--- src/rtl/spi_pkg.sv ---
// Shared definitions for the SPI slave: FSM encoding, default widths and command codes.
package spi_pkg;

    localparam int WORD_W_DEF = 10;
    localparam int DATA_W_DEF = 8;

    localparam logic [1:0] CMD_WR_ADDR = 2'b00;
    localparam logic [1:0] CMD_WR_DATA = 2'b01;
    localparam logic [1:0] CMD_RD_ADDR = 2'b10;
    localparam logic [1:0] CMD_RD_DATA = 2'b11;

    typedef enum logic [2:0] {
        IDLE      = 3'd0,
        CHK_CMD   = 3'd1,
        WRITE     = 3'd2,
        READ_ADD  = 3'd3,
        READ_DATA = 3'd4
    } state_t;

    // The first bit of a word selects write vs read; rd_addr_flag picks which read phase.
    function automatic state_t dispatch(input logic cmd_msb, input logic addr_seen);
        if (cmd_msb != CMD_RD_ADDR[1]) return WRITE;
        else if (!addr_seen)           return READ_ADD;
        else                           return READ_DATA;
    endfunction

endpackage

--- src/rtl/spi_shift_out.sv ---
// MISO serialiser: loads a read word and shifts it out MSB first over DATA_W cycles.
module spi_shift_out
    import spi_pkg::*;
#(
    parameter int DATA_W = DATA_W_DEF
) (
    input  logic              clk,
    input  logic              rst,
    input  logic              clear,
    input  logic              load,
    input  logic [DATA_W-1:0] data,
    output logic              miso,
    output logic              done
);

    localparam logic [2:0] LAST = 3'(DATA_W - 1);

    logic [DATA_W-1:0] sreg;
    logic [2:0]        cnt;
    logic              active;

    // High on the edge that retires the final bit, so the owner can react in the same cycle.
    assign done = active && (cnt == LAST);

    always_ff @(posedge clk) begin
        if (rst || clear) begin
            sreg   <= '0;
            cnt    <= '0;
            active <= 1'b0;
            miso   <= 1'b0;
        end else if (load) begin
            sreg   <= {data[DATA_W-2:0], 1'b0};
            miso   <= data[DATA_W-1];
            cnt    <= '0;
            active <= 1'b1;
        end else if (active) begin
            if (cnt == LAST) begin
                miso   <= 1'b0;
                active <= 1'b0;
                cnt    <= '0;
            end else begin
                miso <= sreg[DATA_W-1];
                sreg <= sreg << 1;
                cnt  <= cnt + 3'd1;
            end
        end
    end

endmodule

--- src/rtl/spi_slave.sv ---
// SPI slave front end for a RAM: deserialises 10-bit command words and serialises read data.
module spi_slave
    import spi_pkg::*;
#(
    parameter int WORD_W = WORD_W_DEF,
    parameter int DATA_W = DATA_W_DEF
) (
    input  logic              clk,
    input  logic              rst,
    input  logic              SS_n,
    input  logic              MOSI,
    output logic              MISO,
    output logic [WORD_W-1:0] rx_data,
    output logic              rx_valid,
    input  logic [DATA_W-1:0] tx_data,
    input  logic              tx_valid,
    output state_t            state,
    output logic              rd_addr_flag
);

    localparam int CNT_W = $clog2(WORD_W);
    localparam logic [CNT_W-1:0] LAST_BIT = CNT_W'(WORD_W - 2);

    logic [WORD_W-2:0] shreg;
    logic [CNT_W-1:0]  bit_cnt;
    logic              word_done;
    logic              tx_taken;
    logic              tx_load;
    logic              shift_done;

    // Only the first tx_valid after the word is accepted; later pulses in the frame are ignored.
    assign tx_load = (state == READ_DATA) && word_done && !tx_taken && tx_valid && !SS_n;

    spi_shift_out #(.DATA_W(DATA_W)) u_shift_out (
        .clk   (clk),
        .rst   (rst),
        .clear (SS_n),
        .load  (tx_load),
        .data  (tx_data),
        .miso  (MISO),
        .done  (shift_done)
    );

    always_ff @(posedge clk) begin
        rx_valid <= 1'b0;
        if (rst) begin
            state        <= IDLE;
            rx_data      <= '0;
            rx_valid     <= 1'b0;
            shreg        <= '0;
            bit_cnt      <= '0;
            word_done    <= 1'b0;
            tx_taken     <= 1'b0;
            rd_addr_flag <= 1'b0;
        end else if (SS_n && state != IDLE) begin
            state     <= IDLE;
            shreg     <= '0;
            bit_cnt   <= '0;
            word_done <= 1'b0;
            tx_taken  <= 1'b0;
        end else begin
            case (state)
                IDLE: begin
                    if (!SS_n) state <= CHK_CMD;
                end
                CHK_CMD: begin
                    shreg     <= {{(WORD_W-2){1'b0}}, MOSI};
                    bit_cnt   <= '0;
                    word_done <= 1'b0;
                    tx_taken  <= 1'b0;
                    state     <= dispatch(MOSI, rd_addr_flag);
                end
                WRITE, READ_ADD, READ_DATA: begin
                    if (!word_done) begin
                        shreg   <= {shreg[WORD_W-3:0], MOSI};
                        bit_cnt <= bit_cnt + CNT_W'(1);
                        if (bit_cnt == LAST_BIT) begin
                            rx_data   <= {shreg, MOSI};
                            rx_valid  <= 1'b1;
                            word_done <= 1'b1;
                            bit_cnt   <= '0;
                            if (state == READ_ADD) rd_addr_flag <= 1'b1;
                        end
                    end
                    if (state == READ_DATA) begin
                        if (tx_load)    tx_taken     <= 1'b1;
                        if (shift_done) rd_addr_flag <= 1'b0;
                    end
                end
                default: state <= IDLE;
            endcase
        end
    end

endmodule

--- config.mk ---
export PLATFORM = sky130hd
export DESIGN_NAME = spi_slave
export DESIGN_NICKNAME = d
export VERILOG_FILES = /design/src/rtl/spi_pkg.sv /design/src/rtl/spi_shift_out.sv /design/src/rtl/spi_slave.sv
export SDC_FILE = /design/constraint.sdc
export NUM_CORES = 1
export LEC_CHECK = 0
export ABC_CLOCK_PERIOD_IN_PS = 2200
export CORE_ASPECT_RATIO = 1.5
export CORE_MARGIN = 8
export CORE_UTILIZATION = 25
export CTS_CLUSTER_SIZE = 25
export DETAILED_ROUTE_END_ITERATION = 10
export DONT_BUFFER_PORTS = 1
export GPL_TIMING_DRIVEN = 0
export PLACE_DENSITY = 0.41
export SETUP_SLACK_MARGIN = 0.02
export SYNTH_ARGS = -nofsm -noshare
export SYNTH_HDL_FRONTEND = slang
export SYNTH_HIERARCHICAL = 1
export SYNTH_SLANG_ARGS = --single-unit
--- constraint.sdc ---
create_clock -name clk -period 2.2 [get_ports clk]
set_input_delay 0.11 -clock clk [delete_from_list [all_inputs] [get_ports clk]]
set_output_delay 0.11 -clock clk [all_outputs]
set_load 0.02 [all_outputs]
Word level (Yosys, flattened, before mapping)

Cells that the tools add are included.

Input bits: 13
Register bits after elaboration: 42
Logic and storage cells: 81
Output and inout port bits: 16

Bitwise logic cells: 3
$add $sub $neg: 2
Reductions and logical operators: 23
Multiplexer cells: 30
Equal/unequal tests: 11

Operators by type and width:

| cell                                                | number |
|---|---|
| 2-to-1 mux 8 bit                                    | 3 |
| one-hot mux 9 bit (2 select lines)                  | 1 |
| 2-to-1 mux 1 bit                                    | 15 |
| 2-to-1 mux 3 bit                                    | 4 |
| inequality test 2 bit, second input constant        | 5 |
| 2-to-1 mux 9 bit                                    | 1 |
| one-hot mux 3 bit (3 select lines)                  | 1 |
| 2-to-1 mux 4 bit                                    | 2 |
| one-hot mux 4 bit (2 select lines)                  | 1 |
| AND reduction 2 bit                                 | 4 |
| equality test 3 x 2 -> 1 bit, second input constant | 2 |
| equality test 3 bit, second input constant          | 2 |
| logical AND 1 bit                                   | 6 |
| adder 4 x 1 -> 4 bit, second input constant         | 1 |
| equality test 4 bit, second input constant          | 1 |
| one-hot mux 1 bit (2 select lines)                  | 2 |
| AND reduction 4 bit                                 | 1 |
| nonzero test 2 bit                                  | 2 |
| OR reduction 2 bit                                  | 2 |
| OR reduction 4 bit                                  | 1 |
| adder 3 x 1 -> 3 bit, second input constant         | 1 |
| equality test 3 x 1 -> 1 bit, second input constant | 1 |
| logical NOT 3 bit                                   | 1 |
| NOT 1 bit                                           | 3 |
| other kinds (5)                                     | 6 |

Longest topological paths before layout

Gate-level depths: netlist of the first run.

Depth in word-level cells: 8
Depth in mapped cells: 7
Gate-level depth less buffers: 7

Cells and area by module

The synthesis of the first run kept the hierarchy.

By module, submodules not included:

| module        | instances | sequential area each (um^2) | cells an instance | area each (um^2) |
|---|---|---|---|---|
| spi_slave     | 1         | 600.6                       | 142               | 1243.7 |
| spi_shift_out | 1         | 240.2                       | 63                | 586.8 |

Least setup slack after synthesis of the first run

OpenSTA, ideal clock, no wires.

Kind: register to register
From: register state[2]
To: register u_shift_out.sreg[3]
Arrival: 1915 ps
Slack: 193 ps
Clock period less this slack: 2007 ps
Library setup time: 92 ps
Stages on the path, launching flop included: 8
Path through: dfxtp_1 > nor2b_1 > nor3b_1 > nand3_1 > nor2_1 > clkbuf_1 > nor3_1 > nor4_1

Word-level cells in the longest chain between the ends: 7
Elaborated cells on any way between the ends: 9
Classes of those cells: 2 x eq/ne; 1 x mux; 6 x reduce/logical

RTL lines:

| item                                                                         | line                | source |
|---|---|---|
| start, declared                                                              | spi_slave.sv:17     | `output state_t state,` |
| start signal, assigned                                                       | spi_slave.sv:71     | `state <= dispatch(MOSI, rd_addr_flag);` |
| equality test 3 bit *                                                        | spi_slave.sv:32     | `assign tx_load = (state == READ_DATA) && word_done && !tx_taken && tx_valid && !SS_n;` |
| logical AND 1 bit * (4 in a row)                                             | spi_slave.sv:32     |  |
| net tx_load                                                                  | spi_slave.sv:28     | `logic tx_load;` |
| inequality test 2 bit (no source line) or nonzero test 2 bit (tied branches) | n/a                 |  |
| AND reduction 2 bit (no source line)                                         | n/a                 |  |
| end signal, assigned                                                         | spi_shift_out.sv:32 | `sreg <= {data[DATA_W-2:0], 1'b0};` |
| end signal, assigned                                                         | spi_shift_out.sv:43 | `sreg <= sreg << 1;` |
| end, declared                                                                | spi_shift_out.sv:18 | `logic [DATA_W-1:0] sreg;` |

Mark *: on every way through the listed nets, which the timed path passes. The rest lies on a longest branch.
A chain may end at the register's enable or synchronous reset.

Final worst setup path of the first run

From: register state[1]
To: register rx_data[9]

Word-level cells in the longest chain between the ends: 4
Elaborated cells on any way between the ends: 8
Classes of those cells: 3 x eq/ne; 1 x bitwise; 4 x reduce/logical

RTL lines:

| item                                                        | line            | source |
|---|---|---|
| branches (longest 3 deep; another with equality test 3 bit) | n/a             |  |
| AND reduction 4 bit (no source line) *                      | n/a             |  |
| end signal, assigned                                        | spi_slave.sv:78 | `rx_data <= {shreg, MOSI};` |
| end, declared                                               | spi_slave.sv:13 | `output logic [WORD_W-1:0] rx_data,` |

Every way passes the cells marked *.

==> results of run 1 <==
## metrics by stage
stage	hold WS, ns	util [%]	total power [mW]	std cells
2_1_floorplan	0.182	-	0.846	205
3_3_place_gp	0.185	27.2	0.871	305
3_5_place_dp	0.186	27.2	0.871	305
4_1_cts	0.000409	30.1	1.43	323
5_1_grt	0.00880	30.3	1.47	323
6_report	0.0203	30.3	1.39	323
## worst max-delay path: stages, from the launching register on
cell      delay, ns
dfxtp_1        0.51
buf_2          0.29
nand2b_1       0.17
a2111o_1       0.49
buf_6          0.20
mux2i_1        0.15
nor2_1         0.05
## repair_timing
action                                  CTS  global route
setup buffers                             0             0
gates resized for setup                   5             5
endpoints found under the setup margin   21            17
gates cloned                              0             0
hold buffers                             10             0
hold endpoints to repair                 12             0
## power breakdown
group          switching (mW)  total, mW  internal, mW
clock network           0.297      0.524         0.227
registers              0.0107      0.775         0.764
logic                  0.0616     0.0948        0.0332
total                   0.369       1.39          1.02
## final cells by class
cell class / count / area, um2 / share of cell area [%]
clock buffer: 5 / 68.8 / 3.16
inverter: 6 / 22.5 / 1.04
tap: 100 / 125 / 5.75
clock inverter: 3 / 23.8 / 1.09
multi-input combinational: 145 / 927 / 42.6
buffer: 12 / 66.3 / 3.05
timing repair buffer: 10 / 100 / 4.60
sequential: 42 / 842 / 38.7
## final timing paths
path,to,cells after the start,from
worst min-delay path,state[1],3,MOSI
worst max-delay path,rx_data[9],6,state[1]
worst max register to register,rx_data[9],6,state[1]
worst min register to register,shreg[8],2,shreg[8]
## placed cells by master (no fill, tap or decap), drive strengths merged, types with 2 or more instances in the layout
master	n
or3	2
dfxtp	42
ha	5
nand3	13
dlygate4sd3	10
nor4	6
clkinvlp	2
nor3	14
nand2b	2
or3b	2
o31ai	3
inv	7
a31oi	3
mux2i	12
a211oi	2
a21oi	17
nor2b	10
mux2	2
buf	4
nand2	17
clkbuf	13
nor3b	4
nor2	19
## sequential cells by signal (all words and copies together), names as in the netlist
name,count
u_shift_out/miso,1
state,3
bit_cnt,4
rd_addr_flag,1
word_done,1
u_shift_out/sreg,7
u_shift_out/active,1
u_shift_out/cnt,3
rx_data,10
shreg,9
rx_valid,1
tx_taken,1
## per-layer routing
layer | track usage (%) | wire [um] | vias to the layer above
met2 | 15.7 | 2240 | 32
met4 | 3.63 | 62 | 0
met3 | 4.01 | 368 | 5
met1 | 9.49 | 1810 | 696
li1 | - | - | 751
met5 | 0 | 0 | -
## kinds of logic after synthesis
family | after synthesis | share of synthesized area [%]
and+or+nand+nor | 94 | 27.3
DFF | 42 | 45.9
AOI/OAI and AO/OA | 32 | 10.9
buffers and inverters | 18 | 4.65
muxes | 14 | 7.79
adders and majority gates | 5 | 3.42
==> flow_summary.toml, run 1 <==
[clock_tree]
clk_latency_ns = 0.30
cts_buffers = 5
cts-root-buf = "clkbuf_8"
h-tree-depth = 2
clkTransAtPathRegs_ns = 0.09
clock_path_buffers = 2
cts_tree = "done"
cts.sinks = 42

[global_route]
grtUsageTotal_pct = 9.15
antenna_found_initial = 0
grt_max_degree = 16
grt_pass1_vias = 1455
grt_remaining_overflow = 0
grt_pass1_wl_mm = 7.44

[die]
row_count = 38
dieArea_um2 = 10400
initial_core_util_pct = 25.5
die_x_um = 85.9
die_h_um = 121
core_area_um2 = 7180
pin_count = 29

[synthesis]
yosys_warnings = 6
synthCells = 205
synth_edf_count = 0
yosysSeqAreaShare_pct = 45.9
ys_seq_elements = 42
netlist_top_cells_count = "dfxtp_1 (42), nor2_1 (19), a21oi_1 (17), nand2_1 (17), nand3_1 (13)"
syn_area_um2 = 1830
synth.area.top_cells = "dfxtp_1 (46%), mux2i_1 (6.6%), a21oi_1 (4.6%), nor2_1 (3.9%), nand3_1 (3.6%)"
synthArstFlopShare_pct = 0
syn_avg_cell_area_um2 = 8.93
yosysTopAreaCellShare_pct = 45.9
syn-num-nets = 223
yosysMostFrequentCell = "dfxtp_1"
ys.flop_type = "dfxtp_1"
synth_cell_type_count = 38
yosys.area.top_type = "dfxtp_1"

[drt]
ant_nets = 0
wl_per_cell_um = 13.9
dr_total_vias = 1484
wl_mm = 4.48
dr.pass1.iters = 4
drc = 0
drt_iter0_markers = 62
vias_per_cell = 4.59

[worst_hold_path]
min_path_type = "in -> reg"

[power]
p_per_area_nw_per_um2 = 641
p_leak_nw = 0.804
ir_drop_mv = 0.278

[flow_run]
cap_violations = 0

[timing]
clock-skew-final_ns = 0.00754
slew_violations = 0
min_period_ns = 2.00
relSlewSlack_pct = 65.5
worst_pin_slew_ns = 0.517
timing.final.ws_setup_ns = 0.201
fin_crit_sh_pct = 90.9
finalSetupViolCount = 0
rsz0062_at_grt = "true"
timing.fmax_ghz = 0.500
finalHoldViolCount = 0
tns_ns = 0

[finish]
fin_area_um2 = 2180
area_delta_synth_final_pct = 18.9
antenna_cells = 0
drive_gt1_share_pct = 12.1
layout.nets = 240
fillers = 779

[placement]
dp_slack_ns = -0.331
port_buffers = 0
post_dp_cell_area_um2 = 1960
gp_congestion = 0.689
hpwl_mm = 3.29

[setup_path]
path_max_fanout = 10
start_kind = "flop"
required_ns = 2.37
path_class = "reg -> reg"
critPathCaptureType = "flop"
r2r_slack_ns = 0.20
arrival_ns = 2.17

[run_status]
status = "completed"
Power figures use the tool's default switching activity.
==> inputs of run 2 (changes only) <==
BUFFER_PORTS_ARGS = -buffer_cell sky130_fd_sc_hd__buf_2   (was unset)
DONT_BUFFER_PORTS = unset   (was 1)
PLACE_DENSITY = 0.45   (was 0.41)
==> run 2 against run 1 <==
Global-route usage fell by 0.27 points. Die area did not move. Cell count rose by 5.6%. Via count rose by 3.2%. Wire length fell by 3.2%. Critical endpoint is now u_shift_out/sreg[3].
==> flow_summary.toml, run 2 (synthesis results as in run 1) <==
[power]
p_sw_share_pct = 26.7
p_seq_share_pct = 55.2
power_frac_clock_pct = 37.8
p_leak_nw = 0.897
ir_drop_mv = 0.243
p_per_area_nw_per_um2 = 633
p_int_mw = 1.02
combPwrFrac_pct = 7.0
switching_power_uw = 373

[global_route]
grt_pass1_vias = 1524
grt_remaining_overflow = 0
grt_max_degree = 16
grtUsageTotal_pct = 8.89
antenna_found_initial = 0
grt_pass1_wl_mm = 7.41

[placement]
port_buffers = 28
dp_slack_ns = -0.130
gp_congestion = 0.748
hpwl_mm = 3.19

[die]
pin_count = 29
dieArea_um2 = 10400
die_x_um = 85.9
core_area_um2 = 7180
die_h_um = 121
initial_core_util_pct = 25.5
row_count = 38

[clock_tree]
cts_buffers = 5
clkTransAtPathRegs_ns = 0.09
cts-root-buf = "clkbuf_8"
cts_setup_buffers = 0
cts_tree = "done"
clk_latency_ns = 0.30
cts_hold_buf = 0
clock_path_buffers = 2
cts.sinks = 42
h-tree-depth = 2

[timing]
timing.fmax_ghz = 0.527
finalHoldViolCount = 0
fin_crit_sh_pct = 86.2
timing.final.ws_setup_ns = 0.303
rsz0062_at_grt = "false"
worst_pin_slew_ns = 0.496
hold_ws_ns = 0.0458
slew_violations = 0
clock-skew-final_ns = 0.00441
relSlewSlack_pct = 66.9
finalSetupViolCount = 0
min_period_ns = 1.90

[finish]
largest_reg_flops = 10
antenna_cells = 0
multiInputGateArea_um2 = 917
largestRegisters = "rx_data x10, shreg x9, u_shift_out/sreg x7"
layout.nets = 258
final_cell_mix = "dfxtp_1 (41), buf_2 (30), nor2_1 (18)"
area_delta_synth_final_pct = 20.5
fillers = 769
drive_gt1_share_pct = 22.0
largest-register = "rx_data"
final_common_cell = "dfxtp_1"
seq_area_um2 = 842

[run_status]
status = "completed"

[flow_run]
cap_violations = 0

[drt]
vias_per_cell = 4.49
dr_total_vias = 1531
ant_nets = 0
dr.pass1.iters = 4
wl_mm = 4.34
drc = 0
drt_iter0_markers = 107
wl_per_cell_um = 12.7

[setup_path]
cpPeakStageDelay_ns = 0.42
crit_chain = "nor2b_1, nor3b_2, nand3_1, nor2_2, clkbuf_2, nor3_1, nor4_1"
required_ns = 2.41
path_max_fanout = 10
critPathCaptureType = "flop"
arrival_ns = 2.11
start_kind = "flop"
path_class = "reg -> reg"
cpMaxStageDelayCell = "dfxtp_2"

[worst_hold_path]
min_path_type = "in -> reg"
[run 2: cell types whose count changed in the layout (fill, tap and decap cells not counted)]
cell,change
buf_2,+28
dlygate4sd3_1,-10
clkbuf_1,+1
clkbuf_2,-1
clkinv_4,+1
clkinvlp_4,-1
nor2_2,+1
nor2_4,-1
nor3_1,+1
nor3_2,-1
[run 2: stage by stage]
stage | TNS, ns | utilization (%) | area, um2 | power (mW) | cells
after floorplan | 0 | - | 1830 | 0.846 | 205
after global placement | -0.947 | 29.2 | 2100 | 0.886 | 333
after detailed placement | -0.753 | 29.2 | 2100 | 0.886 | 333
after CTS | 0 | 30.6 | 2190 | 1.42 | 341
after global routing | 0 | 30.7 | 2210 | 1.45 | 341
final | 0 | 30.7 | 2210 | 1.40 | 341
[run 2: per-layer routing]
layer / routed length [um] / vias up / share of wire (%) / global-route usage, %
li1: - / 789 / - / -
met4: 61 / 0 / 1.4 / 4.30
met5: 0 / - / 0 / 0
met2: 2060 / 34 / 48 / 14.4
met3: 256 / 6 / 5.9 / 2.79
met1: 1960 / 702 / 45 / 10.3
[run 2: worst max-delay path, delay by kind of cell, from the launching register on]
kind | cells | cell delay, ns
simple gates | 6 | 1.13
flops | 1 | 0.42
buf+inv | 1 | 0.26
[run 2: power by group through the flow]
stage,logic (mW),clock network [mW],registers [mW]
final,0.0983,0.528,0.770
after global routing,0.110,0.568,0.771
after CTS,0.0980,0.554,0.771
after detailed placement,0.0978,0,0.788
after global placement,0.0976,0,0.789
after floorplan,0.0565,0,0.790
[run 2: what timing repair did]
item / 4_1_cts / 5_1_grt
gates resized for setup: 3 / 3
setup endpoints to repair: 12 / 14
endpoints found under the hold margin: 0 / 0
[run 2: area by class of cell]
type | count | share of cell area, %
multi-input cells | 145 | 41.6
flip-flops and latches | 42 | 38.2
repair buffers | 28 | 6.35
well taps | 100 | 5.67
clock buffers | 5 | 3.12
plain buffers | 12 | 2.95
clock inverters | 3 | 1.13
inverters | 6 | 1.02
[run 2: worst paths after layout]
| check | start | endpoint | slack (ns) | cells after the start |
|---|---|---|---|---|
| worst min-delay path | tx_data[4] | u_shift_out/sreg[5] | 0.05 | 3 |
| worst max-delay path | state[2] | u_shift_out/sreg[3] | 0.30 | 7 |
| worst min register to register | shreg[8] | shreg[8] | 0.48 | 2 |
| worst max register to register | state[2] | u_shift_out/sreg[3] | 0.30 | 7 |
==> inputs of run 3 (changes only) <==
ABC_CLOCK_PERIOD_IN_PS = 1600   (was 2200)
PLACE_DENSITY = 0.46   (was 0.45)
clock period = 1.6 ns   (was 2.2 ns; I/O delays follow)
==> run 3 against run 2 <==
The flow now finishes with violations (negative setup slack). Worst setup slack got worse by 0.46 ns. Global-route usage is 0.19 points higher. Power grew 37%. Clock-buffer cell count did not move. Wire length is 2.2% higher. Register-to-register slack got worse by 0.46 ns. Flip-flop and latch count unchanged. Utilization grew 2.3 points. Critical path depth shrank 2. Fmax up 7.7%. Clock skew increased by 0.0040 ns.
==> flow_summary.toml, run 3 (synthesis results as in run 1) <==
[global_route]
grt_remaining_overflow = 0
grt_pass1_wl_mm = 7.49
grtUsageTotal_pct = 9.08
grt_pass1_vias = 1568
antenna_found_initial = 0
grt_max_degree = 16

[finish]
final_cells = 351
largestRegisters = "rx_data x10, shreg x9, u_shift_out/sreg x7"
layout.nets = 268
final_cell_mix = "dfxtp_1 (39), buf_2 (29), nor2_1 (17), nand2_1 (17), a21oi_1 (17)"
largest-register = "rx_data"
largest_reg_flops = 10
final_common_cell = "dfxtp_1"
antenna_cells = 0
area_delta_synth_final_pct = 29.7
fin_util_pct = 33.1
drive_gt1_share_pct = 30.7

[timing]
timing.final.ws_setup_ns = -0.161
worst_pin_slew_ns = 0.481
relSlewSlack_pct = 68.0
fin_crit_sh_pct = 110
finalHoldViolCount = 0
min_period_ns = 1.76
rsz0062_at_grt = "true"
timing.fmax_ghz = 0.568
finalSetupViolCount = 16
slew_violations = 0
tns_ns = -1.73
clock-skew-final_ns = 0.00843

[setup_path]
cpMaxStageDelayCell = "a2111o_1"
path_max_fanout = 5
cp.buffers_inverters = 1
required_ns = 1.77
critPathCaptureType = "flop"
start_kind = "flop"
critPathTopFamily = "compound AO/OA/AOI/OAI gates"
arrival_ns = 1.94
path_class = "reg -> reg"
cpPeakStageDelay_ns = 0.50
crit_chain = "or3b_4, a2111o_1, buf_6, mux2i_2, nor2_1"

[clock_tree]
clock_path_buffers = 2
cts_tree = "done"
cts_buffers = 5
cts_hold_buf = 0
cts-root-buf = "clkbuf_8"
h-tree-depth = 2
cts.sinks = 42
clkTransAtPathRegs_ns = 0.09
clk_latency_ns = 0.29

[power]
ir_drop_mv = 0.484
combPwrFrac_pct = 8.3
p_seq_share_pct = 55.0
p_leak_nw = 0.958
power_frac_clock_pct = 36.7
p_sw_share_pct = 26.0
p_per_area_nw_per_um2 = 807
switching_power_uw = 498
finalPower_mw = 1.92
p_int_mw = 1.42

[die]
core_area_um2 = 7180
row_count = 38
pin_count = 29
die_h_um = 121
die_x_um = 85.9
dieArea_um2 = 10400
initial_core_util_pct = 25.5

[drt]
dr_total_vias = 1545
vias_per_cell = 4.40
wl_per_cell_um = 12.6
drc = 0
wl_mm = 4.43
dr.pass1.iters = 4
drt_iter0_markers = 76
ant_nets = 0

[run_status]
status = "finished with violations"
violations = "negative setup slack"

[placement]
hpwl_mm = 3.13
port_buffers = 28
dp_slack_ns = -0.401
placedCellCount = 333
gp_congestion = 0.719

[worst_hold_path]
min_path_type = "in -> reg"

[flow_run]
cap_violations = 0
==> run 3: timing repair <==
item | in CTS | in global routing
resized for setup | 17 | 5
gates cloned | 1 | 0
setup endpoints to repair | 38 | 35
buffers inserted | 9 | 1
pin swaps | 3 | 1
==> run 3: metal layers <==
| metal | track usage [%] | vias up | part of all wire [%] |
|---|---|---|---|
| li1 | - | 807 | - |
| met2 | 15.9 | 30 | 50 |
| met4 | 4.19 | 0 | 1.3 |
| met1 | 9.64 | 704 | 44 |
| met5 | 0 | - | 0 |
| met3 | 2.79 | 4 | 5.5 |
==> run 3: final timing paths <==
| path | startpoint | endpoint | slack (ns) | cells past startpoint |
|---|---|---|---|---|
| max | state[2] | rx_data[3] | -0.16 | 5 |
| min | tx_data[4] | u_shift_out/sreg[5] | 0.01 | 3 |
| max reg2reg | state[2] | rx_data[3] | -0.16 | 5 |
| min reg2reg | shreg[8] | shreg[8] | 0.46 | 2 |
==> run 3: stage by stage <==
| step | hold slack [ns] | cell area [um2] |
|---|---|---|
| floorplan | 0.152 | 1860 |
| global placement | 0.317 | 2130 |
| detailed placement | 0.328 | 2130 |
| CTS | 0.00746 | 2350 |
| global route | 0.0193 | 2370 |
| finish | 0.0139 | 2370 |
==> run 3: power by group through the flow <==
stage / registers (mW) / clock network (mW) / logic [mW]
2_1_floorplan: 1.08 / 0 / 0.0791
3_5_place_dp: 1.08 / 0 / 0.137
4_1_cts: 1.06 / 0.751 / 0.157
6_report: 1.05 / 0.703 / 0.158
5_1_grt: 1.06 / 0.778 / 0.175
3_3_place_gp: 1.08 / 0 / 0.137
==> run 3: worst min-delay path, cell delays in order <==
cell	delay (ns)
buf_2	0.07
nor2b_1	0.04
nor3_2	0.08
==> run 3: final cells by class <==
class	count	area, um2
buffer	11	88.8
clock buffer	5	68.8
clock inverter	3	23.8
fill	765	4810
inverter	6	22.5
multi-input combinational	145	968
sequential	42	850
tap	100	125
timing repair buffer	39	226
